## config.mk

```make
export PLATFORM = sky130hd
export DESIGN_NAME = dt_skeleton_extract
export DESIGN_NICKNAME = d
export VERILOG_FILES = /design/src/rtl/dt_pkg.sv /design/src/rtl/sk_word_packer.sv /design/src/rtl/dt_skeleton_extract.sv
export SDC_FILE = /design/constraint.sdc
export NUM_CORES = 1
export LEC_CHECK = 0
export BUFFER_PORTS_ARGS = -buffer_cell sky130_fd_sc_hd__buf_2
export CAP_MARGIN = 10
export CORE_ASPECT_RATIO = 0.5
export CORE_MARGIN = 2
export CORE_UTILIZATION = 48
export CTS_CLUSTER_DIAMETER = 100
export DETAILED_ROUTE_END_ITERATION = 7
export GPL_ROUTABILITY_DRIVEN = 0
export HOLD_SLACK_MARGIN = 0.03
export PLACE_DENSITY = 0.64
export SETUP_SLACK_MARGIN = 0.1
export SKIP_CTS_REPAIR_TIMING = 1
export SLEW_MARGIN = 5
export SYNTH_ARGS = -nofsm -noshare
export SYNTH_HDL_FRONTEND = slang
export SYNTH_SLANG_ARGS = --single-unit
```

## constraint.sdc

```tcl
create_clock -name clk -period 6.9 [get_ports clk]
set_clock_uncertainty 0.2 [all_clocks]
set_input_delay 0.345 -clock clk [delete_from_list [all_inputs] [get_ports clk]]
set_output_delay 0.345 -clock clk [all_outputs]
set_load 0.01 [all_outputs]
```

## src/rtl/dt_pkg.sv

```systemverilog
// Shared parameters, FSM encoding and window types for the skeleton extractor.
// SKEL_8CONN_EN selects 8-neighbour comparison (default build: 4 orthogonal neighbours).
package dt_pkg;

    localparam int IMG_W  = 128;
    localparam int DW     = 8;
    localparam int WORD_W = 16;
    localparam int WPR    = IMG_W / WORD_W;
    localparam int RC_W   = $clog2(IMG_W);
    localparam int RA_W   = 2 * RC_W;
    localparam int SA_W   = $clog2(IMG_W * WPR);
    localparam int CNT_W  = 14;
    localparam int BC_W   = $clog2(WORD_W);
    localparam int ZC_W   = $clog2(WPR);
    localparam int K_W    = RC_W + 1;

`ifdef SKEL_8CONN_EN
    localparam logic CONN8 = 1'b1;
`else
    localparam logic CONN8 = 1'b0;
`endif

    typedef enum logic [2:0] {
        ST_IDLE,
        ST_ZROW,
        ST_PRIME,
        ST_SCAN,
        ST_DRAIN,
        ST_DONE
    } state_t;

    // One window column: rows r-1, r, r+1.
    typedef struct packed {
        logic [DW-1:0] t;
        logic [DW-1:0] m;
        logic [DW-1:0] b;
    } col_t;

endpackage

```

## src/rtl/sk_word_packer.sv

```systemverilog
// Serial skeleton bits into 16-bit sti words; first bit lands in the MSB.
// Also emits whole zero words for the border rows, sharing the address counter.
module sk_word_packer
    import dt_pkg::*;
(
    input  logic              clk,
    input  logic              reset,
    input  logic              clr,
    input  logic              zw,
    input  logic              bv,
    input  logic              bit_in,
    output logic              sk_wr,
    output logic [SA_W-1:0]   sk_addr,
    output logic [WORD_W-1:0] sk_do
);

    logic [WORD_W-2:0] sr_q, sr_d;
    logic [BC_W-1:0]   bc_q, bc_d;
    logic [SA_W-1:0]   wa_q, wa_d;
    logic [SA_W-1:0]   addr_q, addr_d;
    logic              wr_q, wr_d;
    logic [WORD_W-1:0] do_q, do_d;

    always_comb begin
        sr_d   = sr_q;
        bc_d   = bc_q;
        wa_d   = wa_q;
        wr_d   = 1'b0;
        addr_d = addr_q;
        do_d   = do_q;
        if (clr) begin
            sr_d = '0;
            bc_d = '0;
            wa_d = '0;
        end else if (zw) begin
            wr_d   = 1'b1;
            addr_d = wa_q;
            do_d   = '0;
            wa_d   = wa_q + 1'b1;
        end else if (bv) begin
            sr_d = {sr_q[WORD_W-3:0], bit_in};
            bc_d = bc_q + 1'b1;
            if (bc_q == BC_W'(WORD_W - 1)) begin
                wr_d   = 1'b1;
                addr_d = wa_q;
                do_d   = {sr_q, bit_in};
                wa_d   = wa_q + 1'b1;
            end
        end
    end

    always_ff @(posedge clk or negedge reset) begin
        if (!reset) begin
            sr_q   <= '0;
            bc_q   <= '0;
            wa_q   <= '0;
            wr_q   <= 1'b0;
            addr_q <= '0;
            do_q   <= '0;
        end else begin
            sr_q   <= sr_d;
            bc_q   <= bc_d;
            wa_q   <= wa_d;
            wr_q   <= wr_d;
            addr_q <= addr_d;
            do_q   <= do_d;
        end
    end

    assign sk_wr   = wr_q;
    assign sk_addr = addr_q;
    assign sk_do   = do_q;

endmodule

```

## src/rtl/dt_skeleton_extract.sv

```systemverilog
// Local-maximum skeleton extraction over a 128x128 distance map, 3 reads per column.
// Build option SKEL_8CONN_EN adds the diagonal neighbours to the comparison.
module dt_skeleton_extract
    import dt_pkg::*;
(
    input  logic              clk,
    input  logic              reset,
    input  logic              start,
    output logic              res_rd,
    output logic [RA_W-1:0]   res_addr,
    input  logic [DW-1:0]     res_di,
    output logic              sk_wr,
    output logic [SA_W-1:0]   sk_addr,
    output logic [WORD_W-1:0] sk_do,
    output logic [CNT_W-1:0]  sk_cnt,
    output logic              done
);

    state_t            state_q, state_d;
    logic [RC_W-1:0]   row_q, row_d;
    logic [K_W-1:0]    k_q, k_d;
    logic [1:0]        ph_q, ph_d;
    logic [ZC_W-1:0]   zc_q, zc_d;
    logic              acc;
    logic              last_wr;
    logic [RC_W-1:0]   rrow;

    logic              rd_d, cv_d, z_d;
    logic [RA_W-1:0]   addr_d;
    logic              res_rd_q;
    logic [RA_W-1:0]   res_addr_q;
    logic              t1_cv_q, t1_z_q;
    logic [K_W-1:0]    t1_k_q;
    logic [1:0]        t1_ph_q;
    logic              t2_cv_q, t2_z_q;
    logic [K_W-1:0]    t2_k_q;
    logic [1:0]        t2_ph_q;

    logic [DW-1:0]     top_q, top_d, mid_q, mid_d;
    col_t              a_q, a_d, b_q, b_d, n_col;
    logic              bit_v, bit_s;
    logic              ge_o, ge_d, is_edge;
    logic [CNT_W-1:0]  cnt_q, cnt_d;

    assign acc     = start && (state_q == ST_IDLE || state_q == ST_DONE);
    assign rrow    = row_q + RC_W'(ph_q) - RC_W'(1);
    assign last_wr = sk_wr && (sk_addr == SA_W'(IMG_W * WPR - 1));

    always_comb begin
        state_d = state_q;
        row_d   = row_q;
        k_d     = k_q;
        ph_d    = ph_q;
        zc_d    = zc_q;
        rd_d    = 1'b0;
        addr_d  = res_addr_q;
        cv_d    = 1'b0;
        z_d     = 1'b0;
        unique case (state_q)
            ST_IDLE, ST_DONE: begin
                if (acc) begin
                    state_d = ST_ZROW;
                    row_d   = '0;
                    zc_d    = '0;
                end
            end
            ST_ZROW: begin
                z_d  = 1'b1;
                zc_d = zc_q + 1'b1;
                if (zc_q == ZC_W'(WPR - 1)) begin
                    if (row_q == RC_W'(IMG_W - 1)) begin
                        state_d = ST_DRAIN;
                    end else begin
                        state_d = ST_PRIME;
                        row_d   = row_q + 1'b1;
                        k_d     = '0;
                        ph_d    = '0;
                    end
                end
            end
            ST_PRIME, ST_SCAN: begin
                cv_d = 1'b1;
                // Column 128 keeps its three slots but is never read.
                if (k_q < K_W'(IMG_W)) begin
                    rd_d   = 1'b1;
                    addr_d = {rrow, k_q[RC_W-1:0]};
                end
                ph_d = ph_q + 1'b1;
                if (ph_q == 2'd2) begin
                    ph_d = '0;
                    if (k_q == K_W'(IMG_W)) begin
                        k_d   = '0;
                        row_d = row_q + 1'b1;
                        if (row_q == RC_W'(IMG_W - 2)) begin
                            state_d = ST_ZROW;
                            zc_d    = '0;
                        end else begin
                            state_d = ST_PRIME;
                        end
                    end else begin
                        k_d     = k_q + 1'b1;
                        state_d = ST_SCAN;
                    end
                end
            end
            ST_DRAIN: begin
                if (last_wr) state_d = ST_DONE;
            end
            default: state_d = ST_IDLE;
        endcase
    end

    always_comb begin
        top_d = top_q;
        mid_d = mid_q;
        a_d   = a_q;
        b_d   = b_q;
        n_col = '0;
        if (t2_cv_q) begin
            unique case (t2_ph_q)
                2'd0:    top_d = res_di;
                2'd1:    mid_d = res_di;
                default: begin
                    if (t2_k_q != K_W'(IMG_W)) begin
                        n_col.t = top_q;
                        n_col.m = mid_q;
                        n_col.b = res_di;
                    end
                    a_d = (t2_k_q == '0) ? '0 : b_q;
                    b_d = n_col;
                end
            endcase
        end
    end

    // Decide pixel k-1 as column k arrives: a=left, b=centre, n_col=right.
    always_comb begin
        ge_o = (b_q.m >= b_q.t) && (b_q.m >= b_q.b) &&
               (b_q.m >= a_q.m) && (b_q.m >= n_col.m);
        ge_d = !CONN8 ||
               ((b_q.m >= a_q.t) && (b_q.m >= a_q.b) &&
                (b_q.m >= n_col.t) && (b_q.m >= n_col.b));
        is_edge = (t2_k_q == K_W'(1)) || (t2_k_q == K_W'(IMG_W));
        bit_v = t2_cv_q && (t2_ph_q == 2'd2) && (t2_k_q != '0);
        bit_s = (b_q.m != '0) && ge_o && ge_d && !is_edge;
    end

    always_comb begin
        cnt_d = cnt_q;
        if (acc) begin
            cnt_d = '0;
        end else if (bit_v && bit_s && (cnt_q != '1)) begin
            cnt_d = cnt_q + 1'b1;
        end
    end

    always_ff @(posedge clk or negedge reset) begin
        if (!reset) begin
            state_q    <= ST_IDLE;
            row_q      <= '0;
            k_q        <= '0;
            ph_q       <= '0;
            zc_q       <= '0;
            res_rd_q   <= 1'b0;
            res_addr_q <= '0;
            t1_cv_q    <= 1'b0;
            t1_z_q     <= 1'b0;
            t1_k_q     <= '0;
            t1_ph_q    <= '0;
            t2_cv_q    <= 1'b0;
            t2_z_q     <= 1'b0;
            t2_k_q     <= '0;
            t2_ph_q    <= '0;
            top_q      <= '0;
            mid_q      <= '0;
            a_q        <= '0;
            b_q        <= '0;
            cnt_q      <= '0;
        end else begin
            state_q    <= state_d;
            row_q      <= row_d;
            k_q        <= k_d;
            ph_q       <= ph_d;
            zc_q       <= zc_d;
            res_rd_q   <= rd_d;
            res_addr_q <= addr_d;
            t1_cv_q    <= cv_d;
            t1_z_q     <= z_d;
            t1_k_q     <= k_q;
            t1_ph_q    <= ph_q;
            t2_cv_q    <= t1_cv_q;
            t2_z_q     <= t1_z_q;
            t2_k_q     <= t1_k_q;
            t2_ph_q    <= t1_ph_q;
            top_q      <= top_d;
            mid_q      <= mid_d;
            a_q        <= a_d;
            b_q        <= b_d;
            cnt_q      <= cnt_d;
        end
    end

    sk_word_packer u_packer (
        .clk     (clk),
        .reset   (reset),
        .clr     (acc),
        .zw      (t2_z_q),
        .bv      (bit_v),
        .bit_in  (bit_s),
        .sk_wr   (sk_wr),
        .sk_addr (sk_addr),
        .sk_do   (sk_do)
    );

    assign res_rd   = res_rd_q;
    assign res_addr = res_addr_q;
    assign sk_cnt   = cnt_q;
    assign done     = (state_q == ST_DONE);

endmodule

```

==> results_dict.tcl <==
set metrics [dict create \
    status "finished clean" \
    synth_compound_area_share_pct 12.3 \
    synth_top_area_cell "dfrtp_1" \
    p_int_uw 1820 \
    synth_commonest_cells "180 x dfrtp_1, 145 x nand2_1, 51 x ha_1, 45 x nor2_1, 42 x a22o_1" \
    grt_pass1_vias 5672 \
    async_flop_share_pct 100 \
    drt_iter0_drc 456 \
    setup_viol 0 \
    finalCritPeriodShare_pct 59.9 \
    nets 915 \
    routedWlPerCell_um 15.3 \
    worstPathRequired_ns 7.01 \
    switching_share_pct 29.5 \
    worstSetupStartpointType "flop" \
    antenna_found_initial 0 \
    dp_hpwl_um 11300 \
    grt_pass1_wl_um 28700 \
    synth-warning-count 0 \
    initial_core_util_pct 49.6 \
    cts-root-buf "clkbuf_16" \
    syn-mean-instance-area_sq_um 10.5 \
    ys.flop_type "dfrtp_1" \
    core_area_sq_mm 0.0166 \
    min_path_type "input pin to flop" \
    synth_xor_area_share_pct 2.88 \
    netlist_area_sq_mm 0.00822 \
    placed_cells 1051 \
    synth_cells 780 \
    hold_slack_ns 0.146 \
    worstPathArrival_ns 4.25 \
    drive_gt1_share_pct 15.5 \
    num_rows 33 \
    fill_cells 1438 \
    dp_slack_ns 2.77 \
    dr.pass1.iters 4 \
    cts.clk_slew.worst_paths_ns 0.07 \
    wl_um 16800 \
    synth_cell_types 57 \
    p_seq_share_pct 49.0 \
    critPathMaxFanout 24 \
    synth_edf_count 0 \
    relSlewSlack_pct 23.0 \
    grt_use_total_pct 20.2 \
    grt_overflow_total 0 \
    synth_nets 843 \
    ant_nets 0 \
    io_buffers 67 \
    hold_viol 0 \
    synth_top_family_by_area "simple AND/OR/NAND/NOR gates" \
    combPwrFrac_pct 14.1 \
    power_switching_uw 761 \
    ys_ff_latch 180 \
    seq_area_frac_synth_pct 54.8 \
    grt_start_max_net_pins 114 \
    synth_area_leaders "dfrtp_1 55%, ha_1 7.8%, nand2_1 6.6%" \
    synthAdderAreaFrac_pct 8.01 \
    finalSetupTns_ns 0 \
    vias 5748 \
    die_h_um 96.5 \
    max_freq_ghz 0.242 \
    chipWidth_um 189 \
    route.detailed.drc 0 \
    drt-vias-per-instance 5.26 \
    yosys.area_share.simple_pct 15.6 \
    drv_slew 0 \
    synthMuxAreaShare_pct 2.98 \
    synthToLayoutAreaGrowth_pct 15.1 \
    worstMarginPinSlew_ns 1.16 \
    p_leak_uw 0.00460 \
    dieArea_sq_mm 0.0182 \
    clock-sinks 180 \
    cts_buffer_depth 2 \
    htree_levels 4 \
    insertedDiodeCount 0 \
    cts_tree "built" \
    rsz0062_at_grt "no" \
    instances_no_fill 1092 \
    cts_buffers 17 \
    drv_cap 0 \
    setup_slack_ns 2.77 \
    synth_top_area_share_pct 54.8 \
    vdd.ir_drop.worst_v 0.000184 \
    yosysMostFrequentCell "dfrtp_1" \
    power_density_mw_per_mm2 273 \
    endpoint_kind "flop" \
    clockPowerShare_pct 36.8 \
    pin_count 68 \
    clkLatencyLatePin_ns 0.44 \
    critPathKind "flop to flop" \
    post-route-min-period_ns 4.13 \
    final_util_pct 57.1 \
]
[metrics by stage]
step | area [sq um] | power (uW)
after floorplan | 8220 | 1490
after global placement | 8780 | 1640
after detailed placement | 8780 | 1650
after CTS | 9370 | 2600
after global routing | 9460 | 2730
final | 9460 | 2580
[sequential cells by signal (all words and copies together), names as in the netlist, 2 cells and up]
| signal | flops |
|---|---|
| a_q | 8 |
| t1_ph_q | 2 |
| t2_k_q | 8 |
| top_q | 8 |
| state_q | 3 |
| u_packer.bc_q | 4 |
| k_q | 8 |
| u_packer.sk_do | 16 |
| ph_q | 2 |
| u_packer.sk_addr | 10 |
| sk_cnt | 14 |
| u_packer.sr_q | 15 |
| u_packer.wa_q | 10 |
| zc_q | 3 |
| b_q | 24 |
| res_addr | 14 |
| t1_k_q | 8 |
| t2_ph_q | 2 |
| row_q | 7 |
| mid_q | 8 |
[critical path, stage by stage (launching register included)]
cell	delay, ns
dfrtp_1	0.36
or4_1	0.56
or3_1	0.37
nor2_1	0.11
a21oi_1	0.07
buf_4	0.24
and2_1	0.20
ha_1	0.26
nand2b_1	0.13
a2111oi_0	0.46
nor4_1	0.09
o32a_1	0.31
nand2_2	0.23
nor3_1	0.08
mux2_1	0.32
[routing by layer]
layer  track usage [%]  vias up  part of all wire (%)
li1                  -     2854                     -
met1              29.1     2798                    51
met2              30.4       82                    44
met3              4.55       14                   3.7
met4              6.51        0                   1.1
met5                 0        -                     0
[cell families after synthesis]
kind of cell	after synthesis
simple gates	280
fa+ha+maj	52
buf+inv	70
xor+xnor	27
compound gates	149
flops	180
mux	22
[cell usage in the layout (no fill, tap or decap), types with 3 or more instances in the layout]
| cell type | Yosys | routed |
|---|---|---|
| a211oi_1 | 4 | 4 |
| a21o_1 | 7 | 7 |
| a21oi_1 | 37 | 37 |
| a22o_1 | 42 | 42 |
| a31oi_1 | 3 | 3 |
| and2_1 | 6 | 6 |
| and3_1 | 8 | 8 |
| buf_2 | 4 | 66 |
| buf_4 | 0 | 6 |
| clkbuf_16 | 0 | 17 |
| clkinv_4 | 0 | 5 |
| clkinv_8 | 0 | 3 |
| dfrtp_1 | 180 | 180 |
| dlygate4sd3_1 | 0 | 9 |
| ha_1 | 51 | 51 |
| inv_1 | 40 | 40 |
| inv_8 | 0 | 5 |
| mux2_1 | 3 | 3 |
| mux2_2 | 17 | 17 |
| nand2_1 | 145 | 145 |
| nand2b_1 | 4 | 4 |
| nand3_1 | 20 | 20 |
| nand4_1 | 8 | 8 |
| nor2_1 | 45 | 45 |
| nor2b_1 | 9 | 9 |
| nor3_1 | 8 | 7 |
| nor4_1 | 3 | 3 |
| o21ai_0 | 32 | 32 |
| o31ai_1 | 6 | 6 |
| or3_1 | 8 | 8 |
| or4_1 | 3 | 3 |
| xnor2_1 | 11 | 11 |
| xor2_1 | 16 | 16 |
[power groups by stage]
stage | logic, uW | registers (uW) | clock network [uW]
floorplan | 194 | 1300 | 0
global placement | 359 | 1280 | 0
detailed placement | 366 | 1280 | 0
CTS | 367 | 1260 | 971
global route | 420 | 1280 | 1020
finish | 365 | 1260 | 950
[path summary, 6_finish.rpt]
check                           startpoint                  to  slack [ns]  depth (start not counted)
worst max-delay path             t2_k_q[1]          sk_cnt[10]        2.77                         14
worst min-delay path                 start          state_q[2]        0.15                          4
worst max register to register   t2_k_q[1]          sk_cnt[10]        2.77                         14
worst min register to register      t1_z_q              t2_z_q        0.15                          0
max in group asynchronous            reset  u_packer.sk_do[15]        4.67                          3
min in group asynchronous            reset         res_addr[4]        0.36                          2
[layout make-up]
cell class | instances | area [sq um] | area share, %
timing repair buffer | 82 | 477 | 5.04
inverter | 41 | 154 | 1.63
sequential | 180 | 4500 | 47.6
clock buffer | 17 | 425 | 4.50
multi-input combinational | 530 | 3450 | 36.5
clock inverter | 15 | 163 | 1.72
tap | 227 | 284 | 3.00
Power figures use the tool's default switching activity.
